**src/rtl/sensor_sequencer.sv**
```systemverilog
// Pixel-sensor frame sequencer: erase, exposure, ramp conversion and a
// row-by-row readout with a valid/ready handshake towards the row buffer.
module sensor_sequencer #(
  parameter int ROWS         = 2,
  parameter int PIXEL_BITS   = 8,
  parameter int ERASE_CYCLES = 5,
  parameter int EXP_W        = 16,
  localparam int RI_W        = (ROWS > 1) ? $clog2(ROWS) : 1
) (
  input  logic                  clk,
  input  logic                  reset,
  input  logic                  start,
  input  logic                  continuous,
  input  logic [EXP_W-1:0]      expose_cycles,
  input  logic                  abort,
  output logic                  p_erase,
  output logic                  p_expose,
  output logic                  p_expose_clk,
  output logic [PIXEL_BITS-1:0] p_dRamp,
  output logic [ROWS-1:0]       p_row_select,
  output logic                  row_valid,
  input  logic                  row_ready,
  output logic [RI_W-1:0]       row_index,
  output logic                  busy,
  output logic                  frame_done,
  output logic [2:0]            dbg_state
);

  // Row handshake: a row transfers on every rising edge where row_valid and
  // row_ready are both high; row_valid depends only on registered state.

  localparam int EW    = $clog2(ERASE_CYCLES + 1);
  localparam int CNT_W = (EXP_W > EW) ? EXP_W : EW;
  localparam int RW    = PIXEL_BITS + 1;
  localparam logic [CNT_W-1:0] ERASE_LAST = CNT_W'(ERASE_CYCLES - 1);
  localparam logic [RI_W-1:0]  ROW_LAST   = RI_W'(ROWS - 1);

  typedef enum logic [2:0] {
    S_IDLE, S_ERASE, S_EXPOSE, S_CONVERT, S_READOUT, S_DONE
  } state_t;

  state_t              state_q, state_d;
  logic [CNT_W-1:0]    cnt_q, cnt_d;
  logic [EXP_W-1:0]    exp_len_q, exp_len_d;
  logic [RW-1:0]       ramp_q, ramp_d;
  logic [RI_W-1:0]     row_q, row_d;
  logic [CNT_W-1:0]    exp_last;
  logic [RW-1:0]       ramp_inc;

  logic                p_erase_q, p_erase_d;
  logic                p_expose_q, p_expose_d;
  logic                p_expose_clk_q, p_expose_clk_d;
  logic [PIXEL_BITS-1:0] p_dramp_q, p_dramp_d;
  logic [ROWS-1:0]     p_row_select_q, p_row_select_d;
  logic                row_valid_q, row_valid_d;
  logic [RI_W-1:0]     row_index_q, row_index_d;
  logic                busy_q, busy_d;
  logic                frame_done_q, frame_done_d;

  assign exp_last = CNT_W'(exp_len_q) - CNT_W'(1);
  assign ramp_inc = ramp_q + RW'(1);

  always_comb begin
    state_d   = state_q;
    cnt_d     = cnt_q;
    exp_len_d = exp_len_q;
    ramp_d    = ramp_q;
    row_d     = row_q;
    case (state_q)
      S_IDLE: begin
        if (start) begin
          state_d   = S_ERASE;
          cnt_d     = '0;
          exp_len_d = (expose_cycles == '0) ? EXP_W'(1) : expose_cycles;
        end
      end
      S_ERASE: begin
        if (cnt_q == ERASE_LAST) begin
          state_d = S_EXPOSE;
          cnt_d   = '0;
        end else begin
          cnt_d = cnt_q + CNT_W'(1);
        end
      end
      S_EXPOSE: begin
        if (cnt_q == exp_last) begin
          state_d = S_CONVERT;
          cnt_d   = '0;
          ramp_d  = '0;
        end else begin
          cnt_d = cnt_q + CNT_W'(1);
        end
      end
      S_CONVERT: begin
        // The extra ramp bit flags the terminal step without wrapping to 0.
        if (ramp_inc[PIXEL_BITS]) begin
          state_d = S_READOUT;
          ramp_d  = '0;
          row_d   = '0;
        end else begin
          ramp_d = ramp_inc;
        end
      end
      S_READOUT: begin
        if (row_ready) begin
          if (row_q == ROW_LAST) begin
            state_d = S_DONE;
            row_d   = '0;
          end else begin
            row_d = row_q + RI_W'(1);
          end
        end
      end
      S_DONE: begin
        if (continuous) begin
          state_d   = S_ERASE;
          cnt_d     = '0;
          exp_len_d = (expose_cycles == '0) ? EXP_W'(1) : expose_cycles;
        end else begin
          state_d = S_IDLE;
        end
      end
      default: state_d = S_IDLE;
    endcase
    if (abort && (state_q != S_IDLE)) begin
      state_d = S_IDLE;
      cnt_d   = '0;
      ramp_d  = '0;
      row_d   = '0;
    end
  end

  // Outputs are registered decodes of the next state so they line up with it.
  always_comb begin
    p_erase_d      = (state_d == S_ERASE);
    p_expose_d     = (state_d == S_EXPOSE);
    p_expose_clk_d = 1'b0;
    if (state_d == S_EXPOSE)
      p_expose_clk_d = (state_q == S_EXPOSE) ? ~p_expose_clk_q : 1'b1;
    p_dramp_d      = (state_d == S_CONVERT) ? ramp_d[PIXEL_BITS-1:0] : '0;
    p_row_select_d = (state_d == S_READOUT) ? (ROWS'(1) << row_d) : '0;
    row_valid_d    = (state_d == S_READOUT);
    row_index_d    = (state_d == S_READOUT) ? row_d : '0;
    busy_d         = (state_d != S_IDLE);
    frame_done_d   = (state_d == S_DONE);
  end

  always_ff @(posedge clk or posedge reset) begin
    if (reset) begin
      state_q        <= S_IDLE;
      cnt_q          <= '0;
      exp_len_q      <= '0;
      ramp_q         <= '0;
      row_q          <= '0;
      p_erase_q      <= 1'b0;
      p_expose_q     <= 1'b0;
      p_expose_clk_q <= 1'b0;
      p_dramp_q      <= '0;
      p_row_select_q <= '0;
      row_valid_q    <= 1'b0;
      row_index_q    <= '0;
      busy_q         <= 1'b0;
      frame_done_q   <= 1'b0;
    end else begin
      state_q        <= state_d;
      cnt_q          <= cnt_d;
      exp_len_q      <= exp_len_d;
      ramp_q         <= ramp_d;
      row_q          <= row_d;
      p_erase_q      <= p_erase_d;
      p_expose_q     <= p_expose_d;
      p_expose_clk_q <= p_expose_clk_d;
      p_dramp_q      <= p_dramp_d;
      p_row_select_q <= p_row_select_d;
      row_valid_q    <= row_valid_d;
      row_index_q    <= row_index_d;
      busy_q         <= busy_d;
      frame_done_q   <= frame_done_d;
    end
  end

  assign p_erase      = p_erase_q;
  assign p_expose     = p_expose_q;
  assign p_expose_clk = p_expose_clk_q;
  assign p_dRamp      = p_dramp_q;
  assign p_row_select = p_row_select_q;
  assign row_valid    = row_valid_q;
  assign row_index    = row_index_q;
  assign busy         = busy_q;
  assign frame_done   = frame_done_q;
  assign dbg_state    = state_q;

endmodule

```
**config.mk**
```make
export PLATFORM = sky130hd
export DESIGN_NAME = sensor_sequencer
export DESIGN_NICKNAME = d
export VERILOG_FILES = /design/src/rtl/sensor_sequencer.sv
export SDC_FILE = /design/constraint.sdc
export NUM_CORES = 1
export LEC_CHECK = 0
export BUFFER_PORTS_ARGS = -buffer_cell sky130_fd_sc_hd__buf_2
export CELL_PAD_IN_SITES_DETAIL_PLACEMENT = 2
export CELL_PAD_IN_SITES_GLOBAL_PLACEMENT = 2
export CORE_ASPECT_RATIO = 0.5
export CORE_MARGIN = 2
export CORE_UTILIZATION = 36
export DETAILED_ROUTE_END_ITERATION = 16
export PLACE_DENSITY = 0.77
export SYNTH_ARGS = -nofsm -noshare
export SYNTH_HDL_FRONTEND = slang
export SYNTH_SLANG_ARGS = --single-unit
```
**constraint.sdc**
```tcl
create_clock -name clk -period 3.2 [get_ports clk]
set_input_delay 0.64 -clock clk [delete_from_list [all_inputs] [get_ports clk]]
set_output_delay 0.64 -clock clk [all_outputs]
set_load 0.1 [all_outputs]
```
==> impl_metrics.json, run 1 <==
{
  "crit_slowest_cell": "or4_4",
  "mostFrequentLayoutCell": "dfrtp_1",
  "yosysSeqAreaShare_pct": 40.3,
  "final_cells": 608,
  "die_h_um": 75.9,
  "syn_inst": 415,
  "cts.path.max_buffers": 2,
  "setup.reg_to_reg.worst_slack_ns": 0.08,
  "num-fill-cells": 1130,
  "finalCritPeriodShare_pct": 97.6,
  "grt_usage_pct": 22.5,
  "critPathArrivalTime_ns": 3.33,
  "drv_slew": 0,
  "setup_viol": 0,
  "fin_nets": 490,
  "crit_path_start_kind": "flop",
  "hold_class": "flop to flop",
  "viasPerCell": 5.73,
  "area_growth_pct": 19.7,
  "wl_mm": 12.6,
  "worst_slew_margin_rel_pct": 45.6,
  "cp_max_fo": 8,
  "wire_per_inst_um": 20.7,
  "cts.sinks": 60,
  "yosysUniqueCellTypes": 65,
  "max_freq_mhz": 320,
  "ios": 42,
  "tns_ns": 0,
  "cts_root_buf": "clkbuf_16",
  "rows": 26,
  "grt_antenna_before_repair": 0,
  "synthesis.area_mm2": 0.00372,
  "final_cell_mix": "dfrtp_1 (59), buf_2 (41), nor2_1 (37), nand2_1 (36), buf_4 (24)",
  "start_util_pct": 36.7,
  "tightest_slew_ns": 0.810,
  "n_antenna_cell": 0,
  "max-cap-violations": 0,
  "die_area_mm2": 0.0112,
  "drtPass1Iterations": 4,
  "synth_edf_count": 0,
  "cp.required_ns": 3.41,
  "period_needed_ns": 3.12,
  "synth_nets": 441,
  "via_count": 3484,
  "cts_buffers": 9,
  "clk_pin_slew_ns": 0.05,
  "first_global_vias": 3788,
  "cts-htree-levels": 3,
  "status": "finished clean",
  "multi_input_area_mm2": 0.00207,
  "p_leak_nw": 1.89,
  "crit_type": "flop to flop",
  "cp_slowest_stage_delay_ns": 0.59,
  "pwr_density_cell_mw_per_mm2": 854,
  "vdd_drop_max_mv": 0.242,
  "hold_buffers": 0,
  "grt_pass1_wl_mm": 20.0,
  "fin_skew_ns": 0.00669,
  "yosysWarnings": 0,
  "seqCellArea_mm2": 0.00150,
  "ys_ff_latch": 60,
  "crit_chain": "or4_4 > or4_1 > a211oi_2 > nor4_2 > nor4_4 > buf_4 > nand3_4 > a32oi_1 > nor2_1",
  "grt_max_degree": 61,
  "die_w_um": 148,
  "place_hpwl_mm": 8.56,
  "insertion_delay_ns": 0.34,
  "io_buffer_count": 41,
  "gr-total-overflow": 0,
  "route.detailed.drc": 0,
  "hold_viol": 0,
  "dp.cells": 583,
  "layout-drive-gt1-share_pct": 26.7,
  "crit_buf_inv": 1,
  "cts_tree": "yes",
  "synth-main-ff-cell": "dfrtp_1",
  "ant_nets": 0,
  "globalplace.congestion": 0.791,
  "avgSynthCellArea_um2": 8.98,
  "core-area_mm2": 0.0101,
  "path_delay_family": "simple AND/OR/NAND/NOR gates",
  "async_flop_share_pct": 100,
  "finalPower_w": 0.00381,
  "endpoint_kind": "flop",
  "drt_iter0_markers": 151
}
==> synth_stat cells (3+ instances only) <==
master	number	area [µm²]
or3b_2	3	26.3
xnor2_1	12	105
clkbuf_1	20	75.1
and3_1	8	50.1
a22oi_1	4	30.0
buf_2	3	15.0
a32oi_1	4	35.0
a211oi_1	5	37.5
a211o_2	3	30.0
a21oi_1	15	75.1
nor2b_1	3	18.8
xor2_1	9	78.8
nand3_1	23	115
nor3_1	16	80.1
nand2b_1	4	25.0
or3_1	4	25.0
inv_1	17	63.8
o21ai_2	4	35.0
nor3b_1	4	30.0
mux2_2	12	135
ha_1	4	50.1
a31oi_1	3	18.8
o22ai_1	4	25.0
nor4_1	13	81.3
nand2_1	36	135
o22ai_2	3	37.5
o21a_1	3	22.5
o211ai_1	3	22.5
nor2_1	37	139
nand4_1	3	18.8
or4_1	5	37.5
dfrtp_1	60	1500
o21ai_0	17	85.1
and2_1	3	18.8
a21oi_2	3	26.3
mux2i_1	5	50.1
nor4b_1	3	26.3
==> report_power, final <==
part           internal [W]  total [W]  switching (W)
logic              0.000643    0.00171        0.00106
clock network      0.000515   0.000870       0.000355
registers          0.000940    0.00123       0.000291
total               0.00210    0.00381        0.00171
==> through the flow <==
| step | cell area, µm² | hold WS [ns] | util (%) | setup WS (ns) |
|---|---|---|---|---|
| finish | 4460 | 0.481 | 43.9 | 0.0779 |
| global route | 4460 | 0.496 | 43.9 | -0.00848 |
| CTS | 4380 | 0.476 | 43.1 | 0.0237 |
| detailed placement | 4090 | 0.465 | 40.3 | -0.0435 |
| global placement | 4090 | 0.456 | 40.3 | 0.222 |
| floorplan | 3720 | 0.501 | - | 0.287 |
==> sequential cells by signal (all words and copies together) (netlist names) <==
signal	count
busy	1
cnt_q	16
dbg_state	3
exp_len_q	16
frame_done	1
p_dRamp	8
p_erase	1
p_expose	1
p_expose_clk	1
p_row_select	2
ramp_q	8
row_q	1
row_valid	1
==> layout make-up <==
class,instances,area share (%)
Multi-Input combinational cell,311,46.5
Timing Repair Buffer,65,8.64
Sequential cell,60,33.7
Clock inverter,5,0.673
Clock buffer,10,5.13
Inverter,17,1.43
Tap cell,140,3.93
==> what timing repair did <==
item,CTS,global route
pin swaps,1,2
gates cloned,0,2
gates resized for setup,4,4
buffers inserted,1,7
endpoints found under the setup margin,9,22
==> per-layer routing <==
layer,global-route usage (%),vias up,wire [µm]
met5,0,-,0
met4,6.38,0,132
met3,3.80,12,371
met2,37.2,62,6170
met1,30.6,1797,5900
li1,-,1613,-
==> path summary, 6_finish.rpt <==
check	startpoint	to	cells after the start
worst max-delay path	exp_len_q[4]	p_dRamp[1]	9
worst min-delay path	p_expose_clk	p_expose_clk	1
worst max register to register	exp_len_q[4]	p_dRamp[1]	9
worst min register to register	p_expose_clk	p_expose_clk	1
max in group asynchronous	reset	exp_len_q[4]	3
min in group asynchronous	reset	row_valid	3
==> kinds of logic (layout without fill, tap and decap cells) <==
| group | count (synthesis) | after routing | synth area share (%) |
|---|---|---|---|
| simple gates | 176 | 178 | 25.2 |
| compound gates | 91 | 91 | 17.8 |
| flops | 60 | 60 | 40.3 |
| mux | 17 | 17 | 4.97 |
| buf+inv | 46 | 97 | 5.51 |
| xor+xnor | 21 | 21 | 4.94 |
| fa+ha+maj | 4 | 4 | 1.34 |
Power figures use the tool's default switching activity.
==> inputs of run 2 (changes only) <==
- clock period: 3.2 -> 3 ns (I/O delays scaled with it)
==> run 2 against run 1 <==
The flow now finishes with violations (negative setup slack). Sequential share of layout area decreased by 2.4 points. Power increased by 23%. Critical endpoint is now ramp_q[2]. Highest routed layer unchanged. Critical path type unchanged. Utilization increased by 3.4 points. Register-to-register slack got worse by 0.14 ns.
==> impl_metrics.json, run 2 (synthesis results as in run 1) <==
{
  "setup_viol": 15,
  "drtPass1Iterations": 5,
  "period_needed_ns": 3.06,
  "final_cell_mix": "dfrtp_1 (59), buf_2 (41), nand2_1 (35), nor2_1 (33), buf_4 (33)",
  "p_clk_share_pct": 25.2,
  "cts.path.max_buffers": 2,
  "die_h_um": 75.9,
  "via_count": 3634,
  "p_sw_share_pct": 43.2,
  "core-area_mm2": 0.0101,
  "max-cap-violations": 0,
  "drt_iter0_markers": 170,
  "n_antenna_cell": 0,
  "endpoint_kind": "flop",
  "rsz0062_at_grt": "true",
  "power.net_switching_w": 0.00202,
  "hold_buffers": 0,
  "die_w_um": 148,
  "route.detailed.drc": 0,
  "wl_mm": 14.5,
  "grt_antenna_before_repair": 0,
  "grt_pass1_wl_mm": 21.7,
  "p_comb_share_pct": 48.1,
  "finalCritPeriodShare_pct": 102,
  "area_growth_pct": 29.0,
  "die_area_mm2": 0.0112,
  "status": "finished, violations left",
  "mostFrequentLayoutCell": "dfrtp_1",
  "num-fill-cells": 1100,
  "p_leak_nw": 2.04,
  "clk_pin_slew_ns": 0.06,
  "whs_ns": 0.161,
  "drv_slew": 0,
  "worst_slew_margin_rel_pct": 53.8,
  "multi_input_area_mm2": 0.00221,
  "layout-drive-gt1-share_pct": 33.9,
  "cts_root_buf": "clkbuf_16",
  "gr-total-overflow": 0,
  "fin_nets": 502,
  "power.internal_w": 0.00265,
  "cp_max_fo": 8,
  "globalplace.congestion": 0.842,
  "cp.required_ns": 3.21,
  "vdd_drop_max_mv": 0.298,
  "place_hpwl_mm": 9.04,
  "critPathArrivalTime_ns": 3.28,
  "cts_tree": "yes",
  "wire_per_inst_um": 23.4,
  "start_util_pct": 36.7,
  "insertion_delay_ns": 0.34,
  "final_core_util_pct": 47.3,
  "violations": "negative setup slack",
  "crit_path_start_kind": "flop",
  "rows": 26,
  "first_global_vias": 4039,
  "grt_max_degree": 33,
  "viasPerCell": 5.85,
  "pwr_density_cell_mw_per_mm2": 972,
  "seqCellArea_mm2": 0.00150,
  "cts.sinks": 60,
  "cts_buffers": 9,
  "cts-htree-levels": 3,
  "hold_viol": 0,
  "tightest_slew_ns": 0.687,
  "reg_top3": "cnt_q (16), exp_len_q (16)",
  "ios": 42,
  "crit_type": "flop to flop",
  "grt_usage_pct": 24.8,
  "hold_class": "primary input to async pin",
  "io_buffer_count": 41,
  "max_freq_mhz": 326,
  "setup_ws_ns": -0.0628,
  "fin_skew_ns": 0.00865,
  "ant_nets": 0,
  "power_frac_seq_pct": 26.7
}
[run 2: layout make-up]
cell class | instances | share of cell area (%)
Inverter | 17 | 1.33
Tap cell | 140 | 3.64
Clock buffer | 12 | 5.55
Sequential cell | 60 | 31.3
Clock inverter | 4 | 1.46
Multi-Input combinational cell | 309 | 46.0
Timing Repair Buffer | 79 | 10.8
[run 2: path summary, 6_finish.rpt]
| check | endpoint | start | slack [ns] | cells after the start |
|---|---|---|---|---|
| setup / recovery | ramp_q[2] | exp_len_q[0] | -0.06 | 10 |
| hold / removal | dbg_state[1] | reset | 0.16 | 2 |
| setup reg to reg | ramp_q[2] | exp_len_q[0] | -0.06 | 10 |
| hold reg to reg | p_expose_clk | p_expose_clk | 0.52 | 1 |
| max in group asynchronous | exp_len_q[0] | reset | 2.12 | 3 |
| min in group clk | exp_len_q[13] | expose_cycles[13] | 0.52 | 2 |
[run 2: power groups by stage]
stage	Clock, W	Sequential [W]	Combinational, W
global placement	0	0.00122	0.00174
CTS	0.00118	0.00123	0.00200
floorplan	0	0.00137	0.00115
finish	0.00118	0.00125	0.00225
global route	0.00123	0.00127	0.00241
detailed placement	0	0.00123	0.00182
[run 2: worst max-delay path, cell delays in order (launching register included)]
cell and delay [ns]:
dfrtp_2 0.45, buf_6 0.13, or3_4 0.45, or4_4 0.53
a211oi_4 0.32, nor4_4 0.11, nor4_4 0.16, buf_4 0.20
nand3_4 0.16, a32oi_4 0.35, nor2_1 0.07
[run 2: metal layers]
layer / up-vias / wire (µm) / GRT usage [%]
met5: - / 0 / 0
met4: 0 / 421 / 7.81
met3: 37 / 553 / 5.96
met2: 100 / 7340 / 43.7
met1: 1872 / 6200 / 30.0
li1: 1625 / - / -
[run 2: stage by stage]
stage | cells | setup TNS, ns | setup WS, ns | power [W] | area (µm²)
after CTS | 617 | 0 | 0.00602 | 0.00442 | 4630
after global routing | 621 | -1.93 | -0.136 | 0.00492 | 4810
after global placement | 594 | 0 | 0.0715 | 0.00295 | 4170
after floorplan | 415 | 0 | 0.0869 | 0.00251 | 3720
final | 621 | -0.341 | -0.0628 | 0.00467 | 4810
after detailed placement | 594 | -0.394 | -0.0553 | 0.00306 | 4170
[run 2: what timing repair did]
item	in CTS	in global routing
setup endpoints to repair	14	28
buffers inserted	7	5
pin swaps	6	18
hold endpoints to repair	0	0
gates resized for setup	11	32
